File: src/rtl/tage_update_sched.sv
// Per-domain update FIFOs, round-robin issue toward tage_predictor, and
// misprediction-driven aging sweeps. Define TAGE_SCHED_FLUSH_EN to add flush_i.
module tage_update_sched #(
  parameter int unsigned NUM_DOMAINS = 2,
  parameter int unsigned DEPTH       = 4,
  parameter int unsigned IDX_W       = 32,
  parameter int unsigned AGE_PERIOD  = 256
) (
  input  logic                             clk_i,
  input  logic                             rst_i,
  input  logic [NUM_DOMAINS-1:0]           req_valid_i,
  output logic [NUM_DOMAINS-1:0]           req_ready_o,
  input  logic [NUM_DOMAINS*IDX_W-1:0]     req_idx_i,
  input  logic [NUM_DOMAINS-1:0]           req_taken_i,
  input  logic [NUM_DOMAINS-1:0]           req_correct_i,
  output logic                             upd_valid_o,
  input  logic                             upd_ready_i,
  output logic [IDX_W-1:0]                 upd_idx_o,
  output logic                             upd_taken_o,
  output logic                             upd_correct_o,
  output logic [$clog2(NUM_DOMAINS)-1:0]   upd_domain_o,
  output logic                             age_req_o,
  input  logic                             age_ack_i,
  output logic                             busy_o
`ifdef TAGE_SCHED_FLUSH_EN
  ,
  input  logic [NUM_DOMAINS-1:0]           flush_i
`endif
);

  localparam int unsigned DW = $clog2(NUM_DOMAINS);
  localparam int unsigned AW = $clog2(DEPTH);
  localparam int unsigned CW = $clog2(AGE_PERIOD + 1);
  localparam int unsigned EW = IDX_W + 2;

  localparam logic [AW:0]   PTR_ONE  = 1;
  localparam logic [CW-1:0] CNT_ONE  = 1;
  localparam logic [CW-1:0] CNT_LAST = CW'(AGE_PERIOD - 1);
  localparam logic [DW-1:0] DOM_ONE  = 1;
  localparam logic [DW-1:0] DOM_LAST = DW'(NUM_DOMAINS - 1);

  typedef enum logic [1:0] {
    RUN,
    DRAIN,
    AGE
  } state_t;

  state_t state_q, state_d;

  logic [CW-1:0] miss_q, miss_d;
  logic [DW-1:0] rr_q;

  logic [EW-1:0] mem [NUM_DOMAINS][DEPTH];
  logic [AW:0]   wr_ptr [NUM_DOMAINS];
  logic [AW:0]   rd_ptr [NUM_DOMAINS];

  logic [NUM_DOMAINS-1:0] empty, full, avail, push, pop, flush;
  logic [DW-1:0]          grant;
  logic                   found;
  logic                   load;
  logic                   retire;
  logic [EW-1:0]          grant_entry;

`ifdef TAGE_SCHED_FLUSH_EN
  assign flush = flush_i;
`else
  assign flush = '0;
`endif

  // A flushed FIFO neither accepts a push nor offers its head to the arbiter.
  always_comb begin
    empty = '0;
    full  = '0;
    avail = '0;
    push  = '0;
    for (int unsigned d = 0; d < NUM_DOMAINS; d++) begin
      empty[d] = (wr_ptr[d] == rd_ptr[d]);
      full[d]  = (wr_ptr[d][AW] != rd_ptr[d][AW]) &&
                 (wr_ptr[d][AW-1:0] == rd_ptr[d][AW-1:0]);
      avail[d] = !empty[d] && !flush[d];
      push[d]  = req_valid_i[d] && !full[d] && !flush[d];
    end
  end

  assign req_ready_o = ~full;

  always_comb begin
    int unsigned cand;
    cand  = 0;
    found = 1'b0;
    grant = '0;
    for (int unsigned k = 0; k < NUM_DOMAINS; k++) begin
      cand = int'(rr_q) + k;
      if (cand >= NUM_DOMAINS) cand = cand - NUM_DOMAINS;
      if (!found && avail[cand[DW-1:0]]) begin
        found = 1'b1;
        grant = cand[DW-1:0];
      end
    end
  end

  assign grant_entry = mem[grant][rd_ptr[grant][AW-1:0]];
  assign retire      = upd_valid_o && upd_ready_i;
  assign load        = (state_q == RUN) && (!upd_valid_o || upd_ready_i) && found;

  always_comb begin
    pop = '0;
    for (int unsigned d = 0; d < NUM_DOMAINS; d++) begin
      pop[d] = load && (grant == DW'(d));
    end
  end

  always_ff @(posedge clk_i) begin
    for (int unsigned d = 0; d < NUM_DOMAINS; d++) begin
      if (push[d]) begin
        mem[d][wr_ptr[d][AW-1:0]] <= {req_taken_i[d], req_correct_i[d],
                                      req_idx_i[d*IDX_W +: IDX_W]};
      end
    end
  end

  always_ff @(posedge clk_i or posedge rst_i) begin
    if (rst_i) begin
      for (int unsigned d = 0; d < NUM_DOMAINS; d++) begin
        wr_ptr[d] <= '0;
        rd_ptr[d] <= '0;
      end
    end else begin
      for (int unsigned d = 0; d < NUM_DOMAINS; d++) begin
        if (push[d]) wr_ptr[d] <= wr_ptr[d] + PTR_ONE;
        if (flush[d]) rd_ptr[d] <= wr_ptr[d];
        else if (pop[d]) rd_ptr[d] <= rd_ptr[d] + PTR_ONE;
      end
    end
  end

  always_ff @(posedge clk_i or posedge rst_i) begin
    if (rst_i) begin
      rr_q <= '0;
    end else if (load) begin
      rr_q <= (grant == DOM_LAST) ? '0 : grant + DOM_ONE;
    end
  end

  always_ff @(posedge clk_i or posedge rst_i) begin
    if (rst_i) begin
      upd_valid_o   <= 1'b0;
      upd_idx_o     <= '0;
      upd_taken_o   <= 1'b0;
      upd_correct_o <= 1'b0;
      upd_domain_o  <= '0;
    end else if (load) begin
      upd_valid_o   <= 1'b1;
      upd_taken_o   <= grant_entry[EW-1];
      upd_correct_o <= grant_entry[EW-2];
      upd_idx_o     <= grant_entry[IDX_W-1:0];
      upd_domain_o  <= grant;
    end else if (retire) begin
      upd_valid_o   <= 1'b0;
    end
  end

  // Misses are only counted in RUN; the retire that reaches the period clears
  // the counter and starts the drain.
  always_comb begin
    state_d = state_q;
    miss_d  = miss_q;
    case (state_q)
      RUN: begin
        if (retire && !upd_correct_o) begin
          if (miss_q == CNT_LAST) begin
            miss_d  = '0;
            state_d = DRAIN;
          end else begin
            miss_d = miss_q + CNT_ONE;
          end
        end
      end
      DRAIN: begin
        if (!upd_valid_o) state_d = AGE;
      end
      AGE: begin
        if (age_ack_i) state_d = RUN;
      end
      default: state_d = RUN;
    endcase
  end

  always_ff @(posedge clk_i or posedge rst_i) begin
    if (rst_i) begin
      state_q <= RUN;
      miss_q  <= '0;
    end else begin
      state_q <= state_d;
      miss_q  <= miss_d;
    end
  end

  assign age_req_o = (state_q == AGE);
  assign busy_o    = (~&empty) || upd_valid_o || (state_q != RUN);

endmodule

File: config.mk
export PLATFORM = sky130hd
export DESIGN_NAME = tage_update_sched
export DESIGN_NICKNAME = d
export VERILOG_FILES = /design/src/rtl/tage_update_sched.sv
export SDC_FILE = /design/constraint.sdc
export NUM_CORES = 1
export LEC_CHECK = 0
export CAP_MARGIN = 20
export CORE_ASPECT_RATIO = 0.5
export CORE_MARGIN = 2
export CORE_UTILIZATION = 55
export CTS_BUF_LIST = sky130_fd_sc_hd__clkbuf_8
export CTS_CLUSTER_DIAMETER = 150
export CTS_CLUSTER_SIZE = 30
export DETAILED_ROUTE_END_ITERATION = 8
export PLACE_DENSITY = 0.76
export SKIP_LAST_GASP = 1
export SLEW_MARGIN = 40
export SYNTH_ARGS = -nofsm -noshare
export SYNTH_HDL_FRONTEND = slang
export SYNTH_SLANG_ARGS = --single-unit
File: constraint.sdc
create_clock -name clk_i -period 2.9 [get_ports clk_i]
set_input_delay 0.87 -clock clk_i [delete_from_list [all_inputs] [get_ports clk_i]]
set_output_delay 0.87 -clock clk_i [all_outputs]
set_load 0.05 [all_outputs]
==> insert_results.sql, run 1 <==
INSERT INTO impl_metrics (metric_group, metric, value, unit) VALUES
('synth', 'synth.yosys.seq_area_share', '73.8', '%'),
('clock_tree', 'clock_tree.htree_level_count', '1', ''),
('die', 'die_y', '113', 'um'),
('placed_design', 'gp_routability_congestion', '0.858', ''),
('outcome', 'outcome', 'completed', ''),
('min_path', 'holdCritPathClass', 'reg -> reg', ''),
('setup_path', 'path_class', 'reg -> out', ''),
('setup_path', 'cp_data_arrival_time', '1.98', 'ns'),
('timing', 'timing_hold_violations_final', '0', ''),
('clock_tree', 'clk_path_buf_depth', '3', ''),
('drt', 'initialDrtViolationCount', '546', ''),
('power', 'power.switching_fraction', '38.0', '%'),
('power', 'pwr-share-comb', '43.4', '%'),
('drt', 'drc_errors', '0', ''),
('power', 'seq_power_share', '44.9', '%'),
('global_routing', 'grt_util_all_layers', '20.0', '%'),
('setup_path', 'start_kind', 'flop', ''),
('global_routing', 'grt_pass1_vias', '6983', ''),
('timing', 'worstMarginPinSlew', '0.669', 'ns'),
('setup_path', 'required', '2.03', 'ns'),
('placed_design', 'port_buffers', '113', ''),
('power', 'vdd.ir_drop.worst', '0.689', 'mV'),
('clock_tree', 'tritoncts_buffer_count', '15', ''),
('clock_tree', 'cts_hold_repair.buffers', '0', ''),
('drt', 'avgRoutedWirePerCell', '20.7', 'um'),
('die', 'dieArea', '25200', 'sq um'),
('clock_tree', 'cts.sink_count', '332', ''),
('timing', 'period_minus_slack', '2.85', 'ns'),
('power', 'power_switching', '5.98', 'mW'),
('drt', 'detail_route.first_pass.iterations', '5', ''),
('timing', 'max_freq', '351', 'MHz'),
('power', 'cellInternalPower', '9.74', 'mW'),
('synth', 'synthesis.instances', '749', ''),
('clock_tree', 'skew_pair_late_insertion_delay', '0.56', 'ns'),
('die', 'initial_core_util', '56.8', '%'),
('placed_design', 'dp.final_hpwl', '16.6', 'mm'),
('final_layout', 'utilization', '65.1', '%'),
('global_routing', 'wire_length_of_the_first_global_routing_pass', '38.4', 'mm'),
('setup_path', 'worstSetupEndpointType', 'output port', ''),
('synth', 'synth.distinct_cells', '43', ''),
('timing', 'setup_tns', '0', 'ns'),
('timing', 'grt_setup_unrepaired', 'false', ''),
('drt', 'routed-via-count', '6839', ''),
('synth', 'synth_nets', '834', ''),
('global_routing', 'grt_start_max_net_pins', '61', ''),
('clock_tree', 'clk_pin_slew', '0.17', 'ns'),
('final_layout', 'layout-area-overhead-vs-synth', '14.6', '%'),
('power', 'p_leak', '5.24', 'nW'),
('drt', 'detail-route-antenna-nets', '0', ''),
('synth', 'synthesis.yosys.warnings', '0', ''),
('die', 'dieWidth', '222', 'um'),
('timing', 'skew', '0.0804', 'ns'),
('power', 'powerDensity', '1050', 'nW/um^2'),
('final_layout', 'share_of_final_layout_standard_cells_stronger_than_drive_strength_1', '14.9', '%'),
('clock_tree', 'clk_root_buffer_cell', 'clkbuf_8', ''),
('flow_run', 'maxCapViolCount', '0', ''),
('die', 'cell_row_count', '39', ''),
('timing', 'setup-violations-final', '0', ''),
('die', 'floorplan.io_pins', '114', ''),
('final_layout', 'diodes_inserted', '0', ''),
('setup_path', 'crit_path_max_fanout', '3', ''),
('synth', 'postSynthRegisterBits', '332', ''),
('final_layout', 'fin_nets', '956', ''),
('die', 'core_area', '23100', 'sq um'),
('timing', 'slew-limit-headroom', '55.2', '%'),
('drt', 'postRouteWirelength', '24.6', 'mm'),
('power', 'pwr-share-clk', '11.7', '%'),
('timing', 'finalMaxSlewViolations', '0', ''),
('global_routing', 'globalRoute.totalOverflow', '0', ''),
('synth', 'post_synth_instance_area', '13100', 'sq um'),
('clock_tree', 'tritoncts', 'yes', ''),
('drt', 'routed_via_density', '5.77', ''),
('synth', 'synthesis.area_per_instance', '17.5', 'sq um'),
('global_routing', 'grt_antenna_before_repair', '0', ''),
('timing', 'period_share', '98.3', '%');
-- routing by layer --
metal	global-route usage, %	wire length [um]	share of wire [%]
met3	3.95	1340	5.5
met5	0	0	0
met1	26.5	10200	41
met4	4.97	520	2.1
met2	34.6	12500	51
-- registers in the layout, summed over array words and instances, names as in the netlist, 2 cells and up --
name,count
mem,272
rd_ptr,6
upd_idx_o,32
state_q,2
miss_q,9
wr_ptr,6
-- final cells by class --
cell class | instances | area [sq um]
clock buffer | 15 | 206
clock inverter | 9 | 60.1
multi-input combinational | 369 | 3230
timing repair buffer | 143 | 1440
sequential | 332 | 9670
tap | 307 | 384
fill | 1607 | 8050
inverter | 10 | 37.5
-- kinds of logic after synthesis --
family	after synthesis	synth area share, %
AO/OA/AOI/OAI	98	4.40
multiplexers	120	12.9
buffers and inverters	48	1.91
adder cells (fa/ha/maj)	11	1.05
flip-flops	332	73.8
AND/OR/NAND/NOR	121	4.57
XOR/XNOR	19	1.38
-- what timing repair did --
action	CTS	global route
pin swaps	0	2
resized for setup	2	2
setup buffers	0	3
endpoints found under the setup margin	2	1
hold endpoints to repair	0	0
-- critical path: stages, from the launching register on --
cell and delay, ns:
dfrtp_1 0.45, xor2_1 0.20, nor3_2 0.38, nand4_1 0.16
buf_4 0.22
-- layout by cell type, fill, tap and decap left out, types with 4 or more instances in the layout --
cell,n
xor2_1,10
mux2i_1,50
mux2_2,34
nand2_1,27
o21ai_0,21
mux4_2,36
a31oi_1,33
nor4_1,17
buf_4,25
clkbuf_8,15
nor3_1,4
nor2_1,41
a21oi_1,35
ha_1,11
clkdlybuf4s50_1,109
xnor2_1,6
nand3_1,6
and3_1,9
dfrtp_1,58
buf_12,7
inv_1,16
and2_1,4
edfxtp_1,272
-- cells in the mapped netlist --
cell type | instances | area share (%)
o2bb2ai_1 | 1 | 0.067
nor3_1 | 4 | 0.15
clkbuf_1 | 16 | 0.46
a21o_1 | 1 | 0.057
nand3_1 | 6 | 0.23
nor3_4 | 1 | 0.12
nor2_1 | 41 | 1.2
a31oi_2 | 1 | 0.095
nor3_2 | 1 | 0.076
o21ai_0 | 21 | 0.80
and3_4 | 1 | 0.086
o22ai_1 | 2 | 0.095
nor4_1 | 17 | 0.81
nand4_1 | 1 | 0.048
mux4_2 | 36 | 6.2
inv_1 | 9 | 0.26
nor4b_1 | 1 | 0.067
xor2_1 | 10 | 0.67
nor2b_1 | 2 | 0.095
and3_1 | 9 | 0.43
nand2_1 | 27 | 0.77
buf_2 | 11 | 0.42
nand3b_1 | 1 | 0.057
xnor2_1 | 7 | 0.47
clkinv_1 | 1 | 0.029
edfxtp_1 | 272 | 62
and2_1 | 4 | 0.19
a31oi_1 | 33 | 1.6
mux2_2 | 34 | 2.9
buf_4 | 7 | 0.40
nand4b_1 | 1 | 0.067
xnor2_2 | 2 | 0.25
o21ai_4 | 1 | 0.12
o31a_1 | 1 | 0.067
buf_6 | 4 | 0.34
ha_1 | 11 | 1.0
or3_1 | 2 | 0.095
a21oi_1 | 35 | 1.3
mux2i_1 | 50 | 3.8
o31ai_1 | 1 | 0.057
a21oi_4 | 1 | 0.12
nand2b_1 | 2 | 0.095
dfrtp_1 | 60 | 11
-- through the flow --
stage	setup slack (ns)	power (mW)	hold slack (ns)	instance area (sq um)	instances
after CTS	0.0397	15.8	0.500	15000	1182
after global placement	0.260	13.7	0.461	14700	1157
after global routing	0.00153	16.6	0.510	15000	1185
after floorplan	0.279	11.9	0.442	13100	749
after detailed placement	0.196	14.0	0.470	14700	1158
final	0.0497	15.7	0.497	15000	1185
-- power groups by stage --
stage | sequential, mW | clock [mW] | combinational [mW]
finish | 7.06 | 1.85 | 6.81
global route | 7.16 | 2.05 | 7.36
CTS | 7.05 | 1.89 | 6.82
detailed placement | 7.16 | 0 | 6.80
global placement | 7.09 | 0 | 6.63
floorplan | 7.84 | 0 | 4.05
-- path summary, 6_finish.rpt --
| kind | start | endpoint | slack, ns | cells past startpoint |
|---|---|---|---|---|
| max | rd_ptr[2] | busy_o | 0.05 | 4 |
| min reg2reg | miss_q[4] | miss_q[4] | 0.50 | 1 |
| max reg2reg | rd_ptr[2] | upd_idx_o[27] | 0.63 | 6 |
| max in group asynchronous | rst_i | upd_idx_o[28] | 1.92 | 3 |
| min | miss_q[4] | miss_q[4] | 0.50 | 1 |
| min in group asynchronous | rst_i | upd_idx_o[18] | 0.66 | 3 |
Power figures use the tool's default switching activity.
==> run 2, diff against run 1 <==
==> constraint.sdc (replaced) <==
create_clock -name clk_i -period 2.8 [get_ports clk_i]
set_input_delay 0.84 -clock clk_i [delete_from_list [all_inputs] [get_ports clk_i]]
set_output_delay 0.84 -clock clk_i [all_outputs]
set_load 0.05 [all_outputs]
==> run 2 against run 1 <==
Net effect:
- first-iteration DRC count decreased by 5.3%
- non-clock buffer count grew 10
- die area unchanged
- clock power up 4%
- highest routed layer unchanged
- combinational power is 6.6% higher
- largest cell class unchanged
- count of clock-buffer cells in the layout did not move
- clock skew fell by 0.022 ns
- register-to-register slack got worse by 0.26 ns
- utilization is 0.33 points higher
- global-route usage is 0.49 points higher
- sequential cell count did not move
- sequential power grew 3.7%
==> insert_results.sql, run 2 (synthesis gave the netlist of run 1 again) <==
INSERT INTO impl_metrics (metric_group, metric, value, unit) VALUES
('timing', 'setup_tns', '0', 'ns'),
('power', 'vdd.ir_drop.worst', '0.748', 'mV'),
('die', 'cell_row_count', '39', ''),
('setup_path', 'critical_path.reg2reg.startpoint', 'wr_ptr[2]', ''),
('outcome', 'outcome', 'completed', ''),
('placed_design', 'port_buffers', '113', ''),
('power', 'power.switching_fraction', '38.4', '%'),
('drt', 'initialDrtViolationCount', '517', ''),
('final_layout', 'layout.cells.most_common_list', 'edfxtp_1 (272), clkdlybuf4s50_1 (109), dfrtp_1 (55)', ''),
('timing', 'skew', '0.0580', 'ns'),
('placed_design', 'post-place-ws', '0.239', 'ns'),
('placed_design', 'dp.final_hpwl', '17.2', 'mm'),
('clock_tree', 'tritoncts', 'yes', ''),
('final_layout', 'layout-area-overhead-vs-synth', '15.2', '%'),
('clock_tree', 'clock_tree.htree_level_count', '1', ''),
('timing', 'grt_setup_unrepaired', 'true', ''),
('die', 'initial_core_util', '56.8', '%'),
('setup_path', 'reg2reg_path_depth', '7', ''),
('clock_tree', 'clk_path_buf_depth', '3', ''),
('global_routing', 'grt_util_all_layers', '20.4', '%'),
('min_path', 'worstHoldPathCells', '1', ''),
('setup_path', 'crit_path_max_fanout', '2', ''),
('flow_run', 'maxCapViolCount', '0', ''),
('global_routing', 'grt_pass1_vias', '7060', ''),
('min_path', 'holdCritPathClass', 'reg -> reg', ''),
('die', 'dieArea', '25200', 'sq um'),
('clock_tree', 'clk_pin_slew', '0.17', 'ns'),
('final_layout', 'layout.cell_area.non_filler', '15100', 'sq um'),
('timing', 'hold_ws', '0.488', 'ns'),
('power', 'seq_power_share', '44.4', '%'),
('die', 'floorplan.io_pins', '114', ''),
('setup_path', 'critical_register_to_register_path_endpoint', 'upd_idx_o[25]', ''),
('timing', 'period_share', '98.2', '%'),
('final_layout', 'fillers', '1585', ''),
('timing', 'slew-limit-headroom', '55.9', '%'),
('clock_tree', 'clk_root_buffer_cell', 'clkbuf_8', ''),
('drt', 'routed-via-count', '6952', ''),
('timing', 'period_minus_slack', '2.75', 'ns'),
('final_layout', 'diodes_inserted', '0', ''),
('global_routing', 'wire_length_of_the_first_global_routing_pass', '38.9', 'mm'),
('power', 'pwr-share-clk', '11.6', '%'),
('die', 'core_area', '23100', 'sq um'),
('final_layout', 'fin_nets', '966', ''),
('power', 'powerDensity', '1090', 'nW/um^2'),
('final_layout', 'share_of_final_layout_standard_cells_stronger_than_drive_strength_1', '16.3', '%'),
('power', 'cellInternalPower', '10.2', 'mW'),
('setup_path', 'worstSetupEndpointType', 'output port', ''),
('clock_tree', 'tritoncts_buffer_count', '15', ''),
('clock_tree', 'skew_pair_late_insertion_delay', '0.57', 'ns'),
('global_routing', 'grt_start_max_net_pins', '53', ''),
('global_routing', 'grt_antenna_before_repair', '0', ''),
('min_path', 'whs_endpoint', 'miss_q[4]', ''),
('drt', 'detail-route-antenna-nets', '0', ''),
('timing', 'finalMaxSlewViolations', '0', ''),
('drt', 'routed_via_density', '5.81', ''),
('drt', 'avgRoutedWirePerCell', '21.5', 'um'),
('setup_path', 'path_class', 'reg -> out', ''),
('final_layout', 'largest_reg_flops', '272', ''),
('setup_path', 'required', '1.96', 'ns'),
('setup_path', 'start_kind', 'flop', ''),
('clock_tree', 'cts.sink_count', '332', ''),
('power', 'p_leak', '5.29', 'nW'),
('timing', 'worstMarginPinSlew', '0.659', 'ns'),
('drt', 'drc_errors', '0', ''),
('setup_path', 'cp_data_arrival_time', '1.91', 'ns'),
('placed_design', 'gp_routability_congestion', '0.838', ''),
('die', 'dieWidth', '222', 'um'),
('power', 'pwr-share-comb', '44.0', '%'),
('min_path', 'holdCritStartpoint', 'miss_q[4]', ''),
('timing', 'timing_hold_violations_final', '0', ''),
('drt', 'detail_route.first_pass.iterations', '5', ''),
('drt', 'postRouteWirelength', '25.8', 'mm'),
('placed_design', 'postPlaceCellArea', '14700', 'sq um'),
('setup_path', 'critPathLaunch', 'wr_ptr[2]', ''),
('die', 'die_y', '113', 'um'),
('final_layout', 'layout.cells.most_common', 'edfxtp_1', ''),
('timing', 'postLayoutSetupSlackWorst', '0.0516', 'ns'),
('global_routing', 'globalRoute.totalOverflow', '0', ''),
('power', 'power_switching', '6.34', 'mW'),
('timing', 'setup-violations-final', '0', ''),
('timing', 'max_freq', '364', 'MHz'),
('setup_path', 'timing.reg2reg.setup_slack', '0.37', 'ns');
[run 2: repair_timing]
item	in CTS	in global routing
resized for setup	2	8
setup endpoints to repair	2	1
pin swaps	0	5
setup buffers	0	9
hold buffers	0	0
[run 2: per-stage QoR]
stage / utilization, % / cells / power, mW
after floorplan: - / 749 / 12.3
after global placement: 63.6 / 1161 / 14.2
after detailed placement: 63.8 / 1162 / 14.5
after CTS: 64.9 / 1187 / 16.4
after global routing: 65.4 / 1196 / 17.3
final: 65.4 / 1196 / 16.5
[run 2: cell type report]
class	instances	area (sq um)	share of cell area, %
Sequential cell	332	9680	64.1
Tap cell	307	384	2.54
Multi-Input combinational cell	369	3240	21.5
Clock inverter	10	63.8	0.423
Clock buffer	15	206	1.37
Timing Repair Buffer	153	1490	9.88
Inverter	10	37.5	0.249
[run 2: worst max path at each step]
stage / endpoint / slack, ns / cells after the start
detailed placement: rd_ptr[4] / 0.24 / 6
global placement: rd_ptr[4] / 0.29 / 6
global route: req_ready_o[1] / -0.07 / 4
finish: busy_o / 0.05 / 4
floorplan: busy_o / 0.21 / 6
CTS: busy_o / -0.05 / 4
[run 2: worst max-delay path, stage by stage, from the launching register on]
cell and delay, ns:
dfrtp_1 0.45, xor2_2 0.21, nor3_4 0.31, nand4_1 0.17
buf_6 0.19
[run 2: per-layer routing]
| layer | up-vias | part of all wire, % | global-route usage [%] |
|---|---|---|---|
| met1 | 3571 | 42 | 26.9 |
| met2 | 177 | 52 | 36.8 |
| met4 | 0 | 2.0 | 4.83 |
| li1 | 3166 | - | - |
| met3 | 38 | 4.3 | 2.88 |
| met5 | - | 0 | 0 |
[run 2: power groups by stage]
stage | clock network, mW | logic, mW | registers (mW)
6_report | 1.92 | 7.26 | 7.32
5_1_grt | 2.12 | 7.78 | 7.42
4_1_cts | 1.96 | 7.11 | 7.30
3_5_place_dp | 0 | 7.08 | 7.41
3_3_place_gp | 0 | 6.88 | 7.35
2_1_floorplan | 0 | 4.20 | 8.12
